### src/rtl/dec_pkg.sv
//------------------------------------------------------------------------------
// dec_pkg : shared sizing, state encoding and Busy mapping for enc16to4_seq.
// Revision: 1.0
//------------------------------------------------------------------------------
`default_nettype none

package dec_pkg;

  localparam int N     = 16;
  localparam int IDX_W = 4;

  localparam logic [1:0] IDLE = 2'b00;
  localparam logic [1:0] EMIT = 2'b01;
  localparam logic [1:0] DONE = 2'b10;

  function automatic logic busy_of(input logic [1:0] st);
    return (st == EMIT) || (st == DONE);
  endfunction

endpackage

`default_nettype wire

### src/rtl/prio_enc16.sv
//------------------------------------------------------------------------------
// prio_enc16 : combinational lowest-set-bit encoder; any=0 when no bit is set.
// Revision: 1.0
//------------------------------------------------------------------------------
`default_nettype none

module prio_enc16 #(
  parameter int N     = 16,
  parameter int IDX_W = 4
) (
  input  logic [0:N-1]     req,
  output logic [IDX_W-1:0] idx,
  output logic             any
);

  // Scan from the top down so the lowest set index is the last one written.
  always_comb begin
    idx = '0;
    any = 1'b0;
    for (int i = N - 1; i >= 0; i--) begin
      if (req[i]) begin
        idx = IDX_W'(i);
        any = 1'b1;
      end
    end
  end

endmodule

`default_nettype wire

### src/rtl/enc16to4_seq.sv
//------------------------------------------------------------------------------
// enc16to4_seq : captures a multi-hot request vector and serializes the index
// of every set line, lowest first, over a valid/ready handshake.
// Revision: 1.0
//------------------------------------------------------------------------------
`default_nettype none

module enc16to4_seq
  import dec_pkg::*;
#(
  parameter int N     = dec_pkg::N,
  parameter int IDX_W = dec_pkg::IDX_W
) (
  input  logic             Clock,
  input  logic             Resetn,
  input  logic             En,
  input  logic             Load,
  input  logic [0:N-1]     W,
  output logic [IDX_W-1:0] Y,
  output logic             Valid,
  input  logic             Ready,
  output logic             Busy,
  output logic             Zero,
  output logic             Done,
  output logic [IDX_W:0]   Count
);

  logic [1:0]       state_q, state_d;
  logic [0:N-1]     pend_q, pend_d;
  logic [IDX_W:0]   count_q, count_d;
  logic             zero_q, zero_d;

  logic [IDX_W-1:0] pend_idx;
  logic             pend_any_unused;
  logic [IDX_W-1:0] req_idx_unused;
  logic             req_any;

  prio_enc16 #(.N(N), .IDX_W(IDX_W)) u_pend_enc (
    .req (pend_q),
    .idx (pend_idx),
    .any (pend_any_unused)
  );

  prio_enc16 #(.N(N), .IDX_W(IDX_W)) u_req_enc (
    .req (W),
    .idx (req_idx_unused),
    .any (req_any)
  );

  always_comb begin
    state_d = state_q;
    pend_d  = pend_q;
    count_d = count_q;
    zero_d  = zero_q;
    if (En) begin
      case (state_q)
        IDLE: begin
          if (Load) begin
            pend_d  = W;
            count_d = '0;
            zero_d  = ~req_any;
            state_d = req_any ? EMIT : DONE;
          end
        end
        EMIT: begin
          if (Ready) begin
            pend_d[pend_idx] = 1'b0;
            count_d          = count_q + (IDX_W + 1)'(1);
            if (pend_d == '0) begin
              state_d = DONE;
            end
          end
        end
        DONE:    state_d = IDLE;
        default: state_d = IDLE;
      endcase
    end
  end

  always_ff @(posedge Clock or negedge Resetn) begin
    if (!Resetn) begin
      state_q <= IDLE;
      pend_q  <= '0;
      count_q <= '0;
      zero_q  <= 1'b0;
    end else begin
      state_q <= state_d;
      pend_q  <= pend_d;
      count_q <= count_d;
      zero_q  <= zero_d;
    end
  end

  // Y is forced to 0 whenever no index is being offered.
  assign Valid = En && (state_q == EMIT);
  assign Y     = Valid ? pend_idx : '0;
  assign Done  = En && (state_q == DONE);
  assign Busy  = busy_of(state_q);
  assign Zero  = zero_q;
  assign Count = count_q;

endmodule

`default_nettype wire

### config.mk
export PLATFORM = sky130hd
export DESIGN_NAME = enc16to4_seq
export DESIGN_NICKNAME = d
export VERILOG_FILES = /design/src/rtl/dec_pkg.sv /design/src/rtl/prio_enc16.sv /design/src/rtl/enc16to4_seq.sv
export SDC_FILE = /design/constraint.sdc
export NUM_CORES = 1
export LEC_CHECK = 0
export ABC_AREA = 0
export ABC_CLOCK_PERIOD_IN_PS = 2500
export CAP_MARGIN = 10
export CORE_MARGIN = 1.5
export CORE_UTILIZATION = 45
export DETAILED_ROUTE_END_ITERATION = 8
export PLACE_DENSITY = 0.78
export SKIP_LAST_GASP = 1
export SLEW_MARGIN = 20
export SYNTH_ARGS = -nofsm -noshare
export SYNTH_HDL_FRONTEND = slang
export SYNTH_SLANG_ARGS = --single-unit
### constraint.sdc
create_clock -name Clock -period 2.5 [get_ports Clock]
set_input_delay 0.5 -clock Clock [delete_from_list [all_inputs] [get_ports Clock]]
set_output_delay 0.5 -clock Clock [all_outputs]
set_load 0.03 [all_outputs]
==> run_results.csv, run 1 <==
group,metric,value,unit
run_status,status,"complete, no violations",
timing,hold_viol,0,
global_routing,antenna_found_initial,0,
clock_tree,ctsHtreeMaxLevel,1,
yosys,synth_common_cells,"o21ai_0 (29), dfrtp_1 (24), nor2_1 (22)",
yosys,async_reset_ff_frac,1.00,
global_routing,grt_pass1_vias,1886,
timing,tns,0,ps
route,drt_iter0_drc,205,
route,dr.pass1.iters,5,
worst_setup_path,r2r_cells,9,
timing,fin_crit,2380,ps
worst_setup_path,crit_family,"simple AND/OR/NAND/NOR gates",
die,die_h,68.7,µm
worst_setup_path,cp_data_arrival_time,1880,ps
cells_and_area,drive_above_1_share,0.159,
global_routing,grt_max_degree,25,
yosys,synth_area,1940,µm²
clock_tree,cts_buffers,3,
worst_setup_path,crit_type,"register to primary output",
yosys,synth_compound_area_frac,0.299,
min_path,hold_depth,2,
placed_design,routabilityCongestion,0.947,
timing,fmax,420,MHz
worst_setup_path,critical_path_buf_inv_count,1,
cells_and_area,area_growth,26.7,%
timing,skew,2.25,ps
global_routing,grt_pass1_wl,9180,µm
cells_and_area,final_nets,303,
die,die-area,4720,µm²
placed_design,io_buffers,33,
yosys,synth_top_area_cell,"dfrtp_1",
worst_setup_path,r2r_slack,140,ps
yosys,synth-main-ff-cell,"dfrtp_1",
clock_tree,cts_root_buf,"clkbuf_8",
cells_and_area,fin_cells,327,
worst_setup_path,cp_slowest_cell,"dfrtp_1",
yosys,synthMuxAreaShare,0.0773,
worst_setup_path,crit_top_cell,"nor2_1",
global_routing,grt_usage,0.268,
route,viasPerCell,6.15,
clock_tree,cts_tree,"yes",
yosys,ys_seq_elements,24,
clock_tree,clk_pin_slew_worst_paths,90,ps
clock_tree,hold_buffers,0,
yosys,synth_simple_gate_area_share,0.231,
route,vias,2012,
route,drc,0,
cells_and_area,fin_util,0.602,
timing,maxSlewViolCount,0,
yosys,synth_fp_nets,260,
pwr,cellPowerDensity,1180,nW/µm²
worst_setup_path,worstReg2RegStart,"pend_q[13]",
worst_setup_path,reg2reg_to,"state_q[0]",
placed_design,dp_cells,321,
yosys,ys_types,50,
yosys,syn_avg_cell_area,8.26,µm²
die,num_rows,23,
placed_design,dp_hpwl,4310,µm
worst_setup_path,crit_path_end_kind,"primary output",
yosys,synthXorXnorAreaFrac,0,
worst_setup_path,slowest_delay,500,ps
pwr,leakage,0.000956,µW
route,wl_per_cell,17.6,µm
route,totalWireLength,5750,µm
cells_and_area,multi_input_area,1230,µm²
yosys,yosysSeqAreaShare,0.309,
timing,period_share,0.953,
clock_tree,clock_sinks,24,
cells_and_area,antenna_cells,0,
yosys,yosysMostFrequentCell,"o21ai_0",
min_path,hold_path_class,"register to register",
cells_and_area,fill_cells,375,
timing,tightest_slew,499,ps
worst_setup_path,start_kind,"register",
yosys,yosysTopAreaCellShare,0.309,
timing,slew_headroom,0.665,
yosys,synth_fa_ha_area_frac,0.0258,
global_routing,global_route.overflow_total,0,
timing,setup_viol,0,
cells_and_area,seq_area,603,µm²
yosys,synth_enable_flop_cells,0,
die,die_w,68.7,µm
pwr,irDropWorstVdd,0.546,mV
timing,holdWs,488,ps
worst_setup_path,crit_chain,"or2_1 -> nor2_1 -> a21oi_2 -> nor2_2 -> nor2_1 -> buf_4",
route,ant_nets,0,
clock_tree,clockBufferDepth,2,
job,maxCapViolCount,0,
min_path,min_from,"Zero",
min_path,hold_end,"Zero",
die,start_util,0.475,
yosys,synth_top_family_by_area,"compound AO/OA/AOI/OAI gates",
yosys,yosys-top-cells-area,"dfrtp_1 (31%), mux2i_1 (7.7%), o21ai_0 (7.5%), a21oi_1 (4.6%), nor2_1 (4.3%)",
worst_setup_path,cp_max_fo,7,
timing,rsz0062_at_grt,"false",
yosys,yosysWarnings,0,
yosys,syn_inst,235,
die,core-area,4090,µm²
die,ios,34,
worst_setup_path,critPathRequiredTime,2000,ps
clock_tree,clkLatencyLatePin,280,ps
report_power, final:
part	leakage, µW	switching (µW)	internal [µW]
Combinational	0.000650	1030	711
Clock	0.0000357	141	215
Sequential	0.000270	287	532
Total	0.000956	1460	1460
cells by family (layout without fill, tap and decap cells):
family,Yosys count,after routing
mux,15,15
compound gates,84,84
simple gates,84,84
buf+inv,24,66
flops,24,24
fa+ha+maj,4,4
metrics by stage:
step	power [µW]	setup WS (ps)	instance area, µm²
2_1_floorplan	1920	153	1940
3_3_place_gp	2460	140	2370
3_5_place_dp	2460	160	2370
4_1_cts	2870	132	2460
5_1_grt	3100	27.8	2460
6_report	2910	119	2460
cell type report:
| class | count | area share |
|---|---|---|
| Timing Repair Buffer | 51 | 0.184 |
| Sequential cell | 24 | 0.245 |
| Clock inverter | 1 | 0.0122 |
| Multi-Input combinational cell | 187 | 0.499 |
| Tap cell | 50 | 0.0254 |
| Inverter | 11 | 0.0168 |
| Clock buffer | 3 | 0.0168 |
worst max-delay path by stage:
stage	end	cells past startpoint	from	slack [ps]
global placement	Done	3	En	140
global route	state_q[0]	9	pend_q[13]	30
floorplan	Y[3]	4	pend_q[3]	150
CTS	Y[0]	6	pend_q[14]	130
finish	Y[0]	6	pend_q[7]	120
detailed placement	Done	3	En	160
placed cells by master, fill, tap and decap left out, types with 2 or more instances in the layout:
master,Yosys,final
nand2_1,18,18
nor2_2,2,2
mux2i_1,15,15
o31ai_2,2,2
a21oi_1,18,18
o22ai_1,2,2
inv_1,11,11
o221ai_1,2,2
clkdlybuf4s50_1,0,28
buf_4,1,23
nand4_1,3,3
nor4_4,3,3
nor3_1,6,6
nor2b_1,2,2
a31oi_1,3,3
nor4_1,4,4
dfrtp_2,0,2
a221oi_2,2,2
clkbuf_8,0,3
o21ai_0,29,29
ha_1,4,4
and2_1,3,3
nand3_1,12,12
a22o_1,3,3
o41ai_1,3,3
nand2b_1,5,5
o31a_1,2,2
o21ai_1,3,3
dfrtp_1,24,22
nor2_1,22,22
metal layers:
| metal | GRT usage | wire, µm |
|---|---|---|
| met5 | 0 | 0 |
| met4 | 0.130 | 198 |
| met3 | 0.0341 | 361 |
| met2 | 0.413 | 2600 |
| met1 | 0.369 | 2590 |
state kept, by name, indices dropped and copies added, names as in the netlist:
name and count:
Zero 1, state_q 2, pend_q 16, Count 5
worst register-to-register path, cell delays in order, from the launching register on:
cell	delay (ps)
dfrtp_1	450
nor2_1	200
o2111ai_1	250
a21oi_4	230
buf_4	190
nand3_1	100
a221oi_1	340
o2111a_2	280
a311o_1	160
nand3_1	60
what timing repair did:
| action | in CTS | in global routing |
|---|---|---|
| buffers inserted | 2 | 0 |
| pin swaps | 1 | 0 |
| resized for setup | 0 | 2 |
| setup endpoints to repair | 1 | 1 |
Power figures use the tool's default switching activity.
==> inputs of run 2 (changes only) <==
- CTS_CLUSTER_DIAMETER: not set -> 30
==> results of run 2 <==
No change in the layout: final DEF, timing and power equal those of run 1.
